## config.mk

```make
export PLATFORM = sky130hd
export DESIGN_NAME = prog_sequencer
export DESIGN_NICKNAME = d
export VERILOG_FILES = /design/src/rtl/prog_sequencer.sv
export SDC_FILE = /design/constraint.sdc
export NUM_CORES = 1
export LEC_CHECK = 0
export BUFFER_PORTS_ARGS = -buffer_cell sky130_fd_sc_hd__clkbuf_2
export CAP_MARGIN = 40
export CORE_ASPECT_RATIO = 0.8
export CORE_MARGIN = 4
export CORE_UTILIZATION = 36
export DETAILED_ROUTE_END_ITERATION = 12
export PLACE_DENSITY_LB_ADDON = 0.25
export SLEW_MARGIN = 10
export SYNTH_ARGS = -nofsm -noshare
export SYNTH_HDL_FRONTEND = slang
export SYNTH_SLANG_ARGS = --single-unit
```

## constraint.sdc

```tcl
create_clock -name Clk -period 4.7 [get_ports Clk]
set_clock_uncertainty 0.1 [all_clocks]
set_input_delay 0 -clock Clk [delete_from_list [all_inputs] [get_ports Clk]]
set_output_delay 0 -clock Clk [all_outputs]
set_load 0.01 [all_outputs]
```

## src/rtl/prog_sequencer.sv

```systemverilog
// prog_sequencer: multi-cycle control for the 9-bit processor. Owns the PC, runs the
// Start/Done harness handshake, stalls on data-memory loads and gates datapath writes.
`default_nettype none

module prog_sequencer #(
  parameter int PC_W       = 10,
  parameter int CYC_W      = 16,
  parameter int MEM_LAT    = 2,
  parameter int PROG0_BASE = 0,
  parameter int PROG1_BASE = 256,
  parameter int PROG2_BASE = 512
) (
  input  logic             Clk,
  input  logic             Reset,
  input  logic             Start,
  input  logic [1:0]       ProgSel,
  input  logic             Ack,
  input  logic             IsLoad,
  input  logic             BranchTaken,
  input  logic [PC_W-1:0]  BranchTarget,
  output logic [PC_W-1:0]  PC,
  output logic             InstrValid,
  output logic             Stall,
  output logic             RegWrGate,
  output logic             MemWrGate,
  output logic             Done,
  output logic [CYC_W-1:0] CycleCount
);

  localparam int              WAIT_W    = (MEM_LAT > 2) ? $clog2(MEM_LAT - 1) : 1;
  localparam logic [WAIT_W-1:0] WAIT_INIT = WAIT_W'((MEM_LAT > 2) ? (MEM_LAT - 2) : 0);
  localparam bit              MULTI_LOAD = (MEM_LAT > 1);

  typedef enum logic [2:0] {
    S_IDLE      = 3'd0,
    S_INIT      = 3'd1,
    S_RUN       = 3'd2,
    S_LOAD_WAIT = 3'd3,
    S_HALT      = 3'd4
  } state_t;

  state_t            state, state_nxt;
  logic [PC_W-1:0]   pc_nxt;
  logic [PC_W-1:0]   prog_base;
  logic [WAIT_W-1:0] wait_cnt, wait_nxt;
  logic              restart;
  logic              cc_clr, cc_inc;
  logic              done_set;

  always_comb begin
    case (ProgSel)
      2'd1:    prog_base = PC_W'(PROG1_BASE);
      2'd2:    prog_base = PC_W'(PROG2_BASE);
      default: prog_base = PC_W'(PROG0_BASE);
    endcase
  end

  always_comb begin
    state_nxt  = state;
    pc_nxt     = PC;
    wait_nxt   = wait_cnt;
    restart    = 1'b0;
    cc_clr     = 1'b0;
    cc_inc     = 1'b0;
    done_set   = 1'b0;
    InstrValid = 1'b0;
    Stall      = 1'b0;
    RegWrGate  = 1'b0;
    MemWrGate  = 1'b0;

    case (state)
      S_IDLE: begin
        restart = Start;
      end
      S_INIT: begin
        cc_clr = 1'b1;
        if (Start) restart = 1'b1;
        else       state_nxt = S_RUN;
      end
      S_RUN: begin
        InstrValid = 1'b1;
        cc_inc     = 1'b1;
        if (Start) begin
          restart = 1'b1;
        end else if (Ack) begin
          state_nxt = S_HALT;
          done_set  = 1'b1;
        end else if (IsLoad && MULTI_LOAD) begin
          state_nxt = S_LOAD_WAIT;
          Stall     = 1'b1;
          wait_nxt  = WAIT_INIT;
        end else begin
          RegWrGate = 1'b1;
          MemWrGate = 1'b1;
          // A load that also claims a branch is illegal; the load wins.
          pc_nxt    = (BranchTaken && !IsLoad) ? BranchTarget : PC + PC_W'(1);
        end
      end
      S_LOAD_WAIT: begin
        InstrValid = 1'b1;
        cc_inc     = 1'b1;
        if (Start) begin
          restart = 1'b1;
        end else if (wait_cnt != '0) begin
          Stall    = 1'b1;
          wait_nxt = wait_cnt - WAIT_W'(1);
        end else begin
          RegWrGate = 1'b1;
          pc_nxt    = PC + PC_W'(1);
          state_nxt = S_RUN;
        end
      end
      S_HALT: begin
        restart = Start;
      end
      default: begin
        state_nxt = S_IDLE;
      end
    endcase

    if (restart) begin
      state_nxt = S_INIT;
      pc_nxt    = prog_base;
      wait_nxt  = '0;
      cc_clr    = 1'b1;
    end
  end

  always_ff @(posedge Clk or posedge Reset) begin
    if (Reset) begin
      state      <= S_IDLE;
      PC         <= '0;
      wait_cnt   <= '0;
      Done       <= 1'b0;
      CycleCount <= '0;
    end else begin
      state    <= state_nxt;
      PC       <= pc_nxt;
      wait_cnt <= wait_nxt;
      if (restart || state == S_INIT) Done <= 1'b0;
      else if (done_set)             Done <= 1'b1;
      // Saturating cycle counter: holds at all-ones instead of wrapping.
      if (cc_clr)                                CycleCount <= '0;
      else if (cc_inc && CycleCount != '1)       CycleCount <= CycleCount + CYC_W'(1);
    end
  end

endmodule

`default_nettype wire

```

==> flow_summary_export.csv, run 1 <==
group,metric,value,unit
routing,drc,0,
finish,layout.nets,281,
clocking,cts_buffer_depth,2,
status,status,"finished, final reports clean",
routing,wire_per_inst,14.2,um
global_route,grt_max_degree,31,
worst_setup_path,crit_chain,"o21ba_2 > or3_1 > a21oi_2 > o21ai_1 > o311ai_1 > dlygate4sd3_1",
floorplan,initial_utilization,0.372,
clocking,cts_hold_buffers,13,
synth,synth_top_area_cell,"dfrtp_1",
clocking,post_cts_resized,0,
worst_setup_path,path_class,"reg2reg",
floorplan,design.die.area,6390,um2
power,p_per_area,247,nW/um2
global_route,antenna_found_initial,0,
placed_design,dp_hpwl,3310,um
floorplan,fp.dieW,88.4,um
global_route,gr-total-overflow,0,
synth,synthTopCellsByArea,"dfrtp_1 (40%), xnor2_1 (4.7%), nor2_1 (4.2%)",
synth,synth.yosys.warnings,0,
routing,drt_pass1_iterations,4,
clocking,clock_latency,0.28,ns
timing,maxSlewHeadroom,0.521,
worst_setup_path,start_kind,"register",
synth,syn-instance-count,200,
power,leakage,1.05,nW
synth,ys_ff_latch,30,
timing,slew_violations,0,
power,ir_worst_vdd,0.000108,V
worst_setup_path,critPathTopFamily,"simple AND/OR/NAND/NOR gates",
timing,finalHoldViolCount,0,
placed_design,io_buffers,48,
synth,synth-edff-count,0,
worst_setup_path,cp.required,4.82,ns
floorplan,ios,49,
routing,vias,1670,
synth,synth.top_cell.area_share,0.403,
placed_design,routabilityCongestion,0.800,
clocking,cts_buffers,5,
timing,setup_violations,0,
timing,final.setup.tns,0,ns
routing,ant_nets,0,
worst_setup_path,crit_arrival,2.59,ns
synth,synth-seq-area-share,0.403,
timing,period_share,0.526,
synth,synthArstFlopShare,1.00,
synth,synthFlopType,"dfrtp_1",
synth,synth_area,1860,um2
timing,tightest_slew,0.714,ns
synth,synth_fp_nets,220,
routing,routed_wl,4590,um
timing,fmax,405,MHz
finish,n_antenna_cell,0,
timing,grt_setup_unrepaired,"false",
clocking,htree_levels,2,
floorplan,coreArea,5010,um2
finish,drive_gt1_frac,0.282,
clocking,clock-sinks,30,
clocking,path_clk_slew,0.06,ns
global_route,grt_pass1_wl,7820,um
routing,via_per_inst,5.15,
power,power,0.581,mW
global_route,track_usage,0.158,
clocking,cts_root_buffer,"clkbuf_8",
floorplan,rows,23,
hold_path,hp-class,"in2reg",
floorplan,die_h,72.3,um
routing,drt_iter0_drc,111,
worst_setup_path,cpMaxStageDelayCell,"or3_1",
run,drv_cap,0,
clocking,cts_tree,"yes",
global_route,grt_pass1_vias,1550,
worst_setup_path,crit_path_end_kind,"register",
clocking,post_cts_buffers,0,
worst_setup_path,critical_path.max_fanout,15,
synth,yosysUniqueCellTypes,50,
synth,syn_avg_cell_area,9.31,um2
worst_setup_path,slowest_delay,0.60,ns
worst_setup_path,crit_buf_inv,1,
finish,areaGrowthSynthToFinish,26.4,%
timing,min_period,2.47,ns
## registers in the layout (all words and copies together) (netlist names)
register	cells
state	3
Done	1
CycleCount	16
PC	10
## final cells by class
| type | instances | area, um2 |
|---|---|---|
| fill | 535 | 2650 |
| multi-input combinational | 148 | 1000 |
| sequential | 30 | 751 |
| timing repair buffer | 63 | 385 |
| clock buffer | 7 | 86.3 |
| tap | 62 | 77.6 |
| inverter | 13 | 48.8 |
| clock inverter | 1 | 5.00 |
## per-stage QoR
step	cell area (um2)	cells	hold WS, ns	setup WS [ns]	util
3_3_place_gp	2130	303	-0.0133	2.75	0.426
6_report	2350	324	0.0213	2.23	0.470
3_5_place_dp	2130	303	-0.0161	2.72	0.426
5_1_grt	2350	324	0.0649	2.03	0.470
2_1_floorplan	1860	200	-0.0536	2.95	-
4_1_cts	2350	324	0.0109	2.25	0.470
## cell usage after synthesis, drive strengths merged (2+ instances only)
library cell / number
a22oi: 2
nand3: 8
inv: 13
and4: 3
nand4: 6
nor2: 22
xor2: 5
buf: 8
nor3: 10
o31a: 3
nor3b: 2
nor4: 3
nand2: 13
o21ai: 15
o22ai: 4
nand2b: 3
a21oi: 15
dfrtp: 30
a211oi: 3
nor2b: 4
ha: 2
xnor2: 10
mux2i: 3
## power by group
part / total (mW) / switching [mW] / internal [mW] / leakage, nW
logic: 0.0894 / 0.0499 / 0.0394 / 0.592
clock network: 0.213 / 0.0951 / 0.118 / 0.0482
registers: 0.279 / 0.0127 / 0.266 / 0.410
## worst register-to-register path, delay by kind of cell, from the launching register on
kind | cells | cell delay [ns]
AO/OA/AOI/OAI | 4 | 0.59
buffers and inverters | 1 | 0.59
flip-flops | 1 | 0.53
AND/OR/NAND/NOR | 1 | 0.60
## cells by family (layout without fill, tap and decap cells)
family	after synthesis	after routing	share of synthesized area
fa+ha+maj	2	2	0.0134
buf+inv	22	84	0.0598
flops	30	30	0.403
mux	3	3	0.0161
simple gates	77	77	0.241
compound gates	51	51	0.196
xor+xnor	15	15	0.0706
## cells in the final DEF (no fill, tap or decap), types with 3 or more instances in the layout
cell,synthesis,final
a211oi_1,3,3
mux2i_1,3,3
o31a_1,3,3
a21oi_1,12,12
nor2b_1,4,4
nor3_1,9,9
o22ai_1,4,4
nand3_1,8,8
o21ai_0,12,12
dlygate4sd3_1,0,13
xnor2_1,10,10
xor2_1,5,5
nand2_1,12,12
clkbuf_8,0,6
clkbuf_2,1,48
o21ai_1,3,3
nor2_1,21,21
dfrtp_1,30,30
nand4_1,4,4
inv_1,12,12
## per-layer routing
metal  part of all wire  global-route usage  wire, um  up-vias
met5                  0                   0         0        -
met4              0.016              0.0554        74        0
met3              0.050              0.0443       231        8
met2               0.43               0.224      2000       35
met1               0.50               0.231      2290      792
li1                   -                   -         -      835
## path summary, 6_finish.rpt
kind | from | endpoint | slack (ns) | cells past startpoint
worst max-delay path | state[0] | PC[8] | 2.23 | 6
worst min-delay path | BranchTarget[9] | PC[9] | 0.02 | 4
worst max register to register | state[0] | PC[8] | 2.23 | 6
worst min register to register | PC[1] | PC[1] | 0.44 | 2
max in group asynchronous | Reset | CycleCount[14] | 4.00 | 4
min in group asynchronous | Reset | CycleCount[1] | 0.21 | 4
Power figures use the tool's default switching activity.
==> run 2, diff against run 1 <==
==> constraint.sdc (replaced) <==
create_clock -name Clk -period 2.4 [get_ports Clk]
set_clock_uncertainty 0.1 [all_clocks]
set_input_delay 0 -clock Clk [delete_from_list [all_inputs] [get_ports Clk]]
set_output_delay 0 -clock Clk [all_outputs]
set_load 0.01 [all_outputs]
==> run 2 against run 1 <==
Effect of this change:
- worst setup slack worse by 2.0 ns
- design area up 1.0%
- die area unchanged
- hold slack better by 0.029 ns
- critical path type unchanged
==> flow_summary_export.csv, run 2 (synthesized netlist as in run 1, its figures left out) <==
group,metric,value,unit
status,status,"finished, final reports clean",
timing,final.setup.tns,0,ns
finish,fill_cells,501,
floorplan,coreArea,5010,um2
placed_design,routabilityCongestion,0.840,
timing,setup_violations,0,
clocking,clock_latency,0.29,ns
timing,grt_setup_unrepaired,"false",
floorplan,design.die.area,6390,um2
finish,largest_register,"CycleCount",
worst_setup_path,start_kind,"register",
global_route,grt_max_degree,31,
global_route,track_usage,0.154,
finish,largest_reg_flops,16,
routing,drc,0,
routing,routed_wl,4540,um
timing,fmax,460,MHz
finish,layout.nets,283,
power,leakage,1.06,nW
clocking,clock-sinks,30,
power,power,1.15,mW
power,ir_worst_vdd,0.000259,V
worst_setup_path,critical_path.max_fanout,5,
clocking,htree_levels,2,
global_route,grt_pass1_wl,7690,um
placed_design,dp_hpwl,3240,um
timing,tightest_slew,0.467,ns
power,p_per_area,486,nW/um2
worst_setup_path,crit_arrival,2.25,ns
clocking,cts_buffer_depth,2,
worst_setup_path,cp.required,2.48,ns
routing,vias,1679,
clocking,cts_buffers,5,
placed_design,io_buffers,48,
hold_path,hp-class,"in2reg",
routing,ant_nets,0,
floorplan,fp.dieW,88.4,um
finish,final_cell_mix,"clkbuf_2 (48), dfrtp_1 (30), nor2_1 (21)",
worst_setup_path,path_class,"reg2reg",
routing,drt_pass1_iterations,4,
routing,wire_per_inst,13.9,um
timing,maxSlewHeadroom,0.685,
routing,via_per_inst,5.15,
worst_setup_path,slowest_delay,0.56,ns
floorplan,ios,49,
finish,largest_registers,"CycleCount: 16 flops, PC: 10 flops, state: 3 flops",
timing,min_period,2.17,ns
global_route,antenna_found_initial,0,
floorplan,initial_utilization,0.372,
global_route,gr-total-overflow,0,
clocking,cts_tree,"yes",
routing,drt_iter0_drc,75,
clocking,cts_root_buffer,"clkbuf_8",
timing,finalHoldViolCount,0,
finish,drive_gt1_frac,0.295,
timing,period_share,0.906,
worst_setup_path,cpMaxStageDelayCell,"dlygate4sd3_1",
worst_setup_path,crit_path_end_kind,"register",
floorplan,rows,23,
finish,n_antenna_cell,0,
finish,areaGrowthSynthToFinish,27.7,%
global_route,grt_pass1_vias,1598,
floorplan,die_h,72.3,um
worst_setup_path,crit_chain,"ha_1 > nand3_1 > nor3_1 > xor2_1 > o21ai_1 > o311ai_1 > dlygate4sd3_1",
timing,slew_violations,0,
run,drv_cap,0,
clocking,post_cts_buffers,0,
finish,mostFrequentLayoutCell,"clkbuf_2",
clocking,path_clk_slew,0.07,ns
==> run 2: cell count changes in the layout (fill, tap and decap cells not counted) <==
cell | previous run | this run
o21ai_1 | 3 | 2
buf_4 | 2 | 4
o21ai_2 | 0 | 1
or3_4 | 0 | 1
or3_1 | 1 | 0
==> run 2: repair_timing <==
| action | 4_1_cts | 5_1_grt |
|---|---|---|
| hold endpoints to repair | 42 | 0 |
| setup endpoints to repair | 0 | 1 |
| gates resized for setup | 0 | 2 |
| hold buffers | 13 | 0 |
==> run 2: worst max-delay path, delay by kind of cell, from the launching register on <==
family	cells	cell delay (ns)
adder cells (fa/ha/maj)	1	0.22
XOR/XNOR	1	0.10
AO/OA/AOI/OAI	2	0.24
flip-flops	1	0.41
AND/OR/NAND/NOR	2	0.45
buffers and inverters	1	0.56
==> run 2: final cells by class <==
cell class,instances,area [um2],share of cell area
Multi-Input combinational cell,148,1010,0.424
Sequential cell,30,751,0.316
Timing Repair Buffer,65,400,0.168
Clock buffer,7,86.3,0.0363
Tap cell,62,77.6,0.0326
Inverter,13,48.8,0.0205
Clock inverter,1,5.00,0.00211
==> run 2: routing by layer <==
metal / GRT usage / wire [um]
met5: 0 / 0
met1: 0.221 / 2270
met2: 0.223 / 1980
met3: 0.0409 / 236
met4: 0.0503 / 65
==> run 2: final timing paths <==
kind,from,to,cells after the start,slack [ns]
max,PC[0],PC[8],7,0.23
min,BranchTarget[9],PC[9],4,0.05
max reg2reg,PC[0],PC[8],7,0.23
min reg2reg,state[2],state[1],1,0.41
max in group asynchronous,Reset,CycleCount[13],4,1.68
min in group asynchronous,Reset,PC[7],4,0.22
==> run 2: power by group <==
| group | switching, mW | internal, mW | leakage [nW] |
|---|---|---|---|
| registers | 0.0205 | 0.521 | 0.410 |
| clock network | 0.196 | 0.231 | 0.0482 |
| logic | 0.103 | 0.0823 | 0.603 |
| total | 0.320 | 0.835 | 1.06 |
==> run 2: per-stage QoR <==
stage | hold WS (ns) | instances | util | cell area [um2] | setup slack [ns]
detailed placement | -0.0129 | 305 | 0.429 | 2150 | 0.513
global placement | -0.0147 | 305 | 0.429 | 2150 | 0.546
floorplan | -0.0536 | 200 | - | 1860 | 0.645
global route | 0.0860 | 326 | 0.475 | 2380 | 0.0114
CTS | 0.0421 | 326 | 0.473 | 2370 | 0.0838
finish | 0.0500 | 326 | 0.475 | 2380 | 0.226
==> run 3, diff against run 2 <==
--- a/config.mk
+++ b/config.mk
@@ -12,6 +12,7 @@
 export CORE_UTILIZATION = 36
 export DETAILED_ROUTE_END_ITERATION = 12
 export PLACE_DENSITY_LB_ADDON = 0.25
+export RECOVER_POWER = 100
 export SLEW_MARGIN = 10
 export SYNTH_ARGS = -nofsm -noshare
 export SYNTH_HDL_FRONTEND = slang
==> run 3 against run 2 <==
Effect of this change:
- the flow now finishes with violations (max-capacitance violations, max-slew violations)
- sequential power hardly changed
- power is 0.75% lower
- register-to-register slack worse by 0.02 ns
- non-clock buffer count stayed put
- wire length is 1.1% higher
- critical path depth stayed put
- worst setup slack worse by 0.015 ns
- via count is 1.1% lower
- combinational power is 4% lower
- critical path type unchanged
==> flow_summary_export.csv, run 3 (synthesized netlist as in run 1, its figures left out) <==
group,metric,value,unit
status,violations,"max-capacitance violations, max-slew violations",
worst_setup_path,cpMaxStageDelayCell,"dlygate4sd3_1",
clocking,clock-sinks,30,
clocking,cts_buffers,5,
worst_setup_path,slowest_delay,0.56,ns
finish,n_antenna_cell,0,
global_route,grt_pass1_vias,1598,
finish,largest_reg_flops,16,
finish,layout.nets,283,
routing,via_per_inst,5.10,
global_route,grt_max_degree,31,
power,p_sw,0.317,mW
timing,grt_setup_unrepaired,"false",
placed_design,post-place-ws,0.513,ns
run,drv_cap,1,
worst_setup_path,crit_arrival,2.27,ns
worst_setup_path,path_class,"reg2reg",
timing,tightest_slew,1.67,ns
routing,routed_wl,4590,um
clocking,post_cts_buffers,0,
power,p_per_area,500,nW/um2
global_route,grt_pass1_wl,7690,um
clocking,htree_levels,2,
hold_path,hp-class,"in2reg",
finish,areaGrowthSynthToFinish,23.2,%
power,ir_worst_vdd,0.000259,V
routing,drt_iter0_drc,80,
routing,vias,1661,
floorplan,ios,49,
floorplan,design.die.area,6390,um2
global_route,antenna_found_initial,0,
clocking,cts_root_buffer,"clkbuf_8",
finish,largest_register,"CycleCount",
worst_setup_path,crit_buf_inv,1,
worst_setup_path,crit_chain,"ha_1 > nand3_1 > nor3_1 > xor2_1 > o21ai_1 > o311ai_1 > dlygate4sd3_1",
placed_design,io_buffers,48,
worst_setup_path,critical_path.max_fanout,5,
clocking,clock_latency,0.29,ns
power,power_frac_clock,0.372,
timing,fmax,457,MHz
power,leakage,0.945,nW
routing,drt_pass1_iterations,4,
timing,period_share,0.912,
power,seqPwrFrac,0.473,
finish,largest_registers,"CycleCount: 16 flops, PC: 10 flops, state: 3 flops",
global_route,track_usage,0.154,
floorplan,die_h,72.3,um
timing,setup_violations,0,
floorplan,initial_utilization,0.372,
power,internal_power,0.829,mW
worst_setup_path,critPathTopFamily,"buffers and inverters",
clocking,cts_buffer_depth,2,
floorplan,coreArea,5010,um2
timing,slew_violations,31,
global_route,gr-total-overflow,0,
clocking,cts_tree,"yes",
placed_design,routabilityCongestion,0.840,
placed_design,dp_hpwl,3240,um
status,status,"finished with violations",
worst_setup_path,crit_path_end_kind,"register",
power,comb_power_share,0.155,
timing,maxSlewHeadroom,-0.114,
timing,min_period,2.19,ns
routing,ant_nets,0,
timing,finalHoldViolCount,0,
worst_setup_path,start_kind,"register",
worst_setup_path,cp.required,2.48,ns
timing,setup_slack,0.210,ns
routing,wire_per_inst,14.1,um
clocking,path_clk_slew,0.07,ns
finish,drive_gt1_frac,0.167,
timing,final.setup.tns,0,ns
floorplan,fp.dieW,88.4,um
floorplan,rows,23,
power,switching_share,0.277,
routing,drc,0,
finish,final_cell_mix,"dfrtp_1 (30), clkbuf_1 (30), nor2_1 (22)",
==> run 3: cell count changes in the layout (fill, tap and decap cells not counted), sizes merged <==
cell | previous run | this run
buf | 4 | 2
clkbuf | 55 | 57
==> run 3: final cells by class <==
cell class	count	area, um2
Clock buffer	7	86.3
Multi-Input combinational cell	148	966
Sequential cell	30	751
Fill cell	523	2710
Clock inverter	1	5.00
Tap cell	62	77.6
Inverter	13	48.8
Timing Repair Buffer	65	359
==> run 3: timing repair <==
action,CTS,global route
hold buffers,13,0
setup endpoints to repair,0,1
endpoints found under the hold margin,42,0
resized for setup,0,2
==> run 3: path summary, 6_finish.rpt <==
kind	startpoint	to	slack [ns]	depth (start not counted)
setup / recovery	PC[0]	PC[8]	0.21	7
hold / removal	BranchTarget[9]	PC[9]	0.05	4
setup reg to reg	PC[0]	PC[8]	0.21	7
hold reg to reg	state[2]	state[1]	0.41	1
max in group asynchronous	Reset	CycleCount[13]	0.49	4
min in group asynchronous	Reset	PC[7]	0.73	4
==> run 3: stage by stage <==
stage / hold WS (ns) / area (um2) / util / cells / total power [mW]
2_1_floorplan: -0.0536 / 1860 / - / 200 / 0.661
3_3_place_gp: -0.0147 / 2150 / 0.429 / 305 / 0.717
3_5_place_dp: -0.0129 / 2150 / 0.429 / 305 / 0.717
4_1_cts: 0.0421 / 2370 / 0.473 / 326 / 1.16
5_1_grt: 0.0860 / 2290 / 0.458 / 326 / 1.20
6_report: 0.0487 / 2290 / 0.458 / 326 / 1.15
==> run 3: layer usage <==
metal  track usage  part of all wire  vias up
met1         0.221              0.50      777
met2         0.223              0.43       33
met3        0.0409             0.051        8
li1              -                 -      843
met4        0.0503             0.014        0
met5             0                 0        -
==> run 3: tightest hold or removal path, stage by stage <==
cell and delay [ns]:
clkbuf_2 0.08, a21oi_1 0.12, o22a_1 0.16, a21oi_1 0.04
==> run 3: power by group through the flow <==
stage	Clock (mW)	Sequential (mW)	Combinational, mW
5_1_grt	0.451	0.545	0.199
6_report	0.426	0.542	0.178
2_1_floorplan	0	0.550	0.111
3_5_place_dp	0	0.551	0.166
4_1_cts	0.433	0.542	0.185
3_3_place_gp	0	0.551	0.166
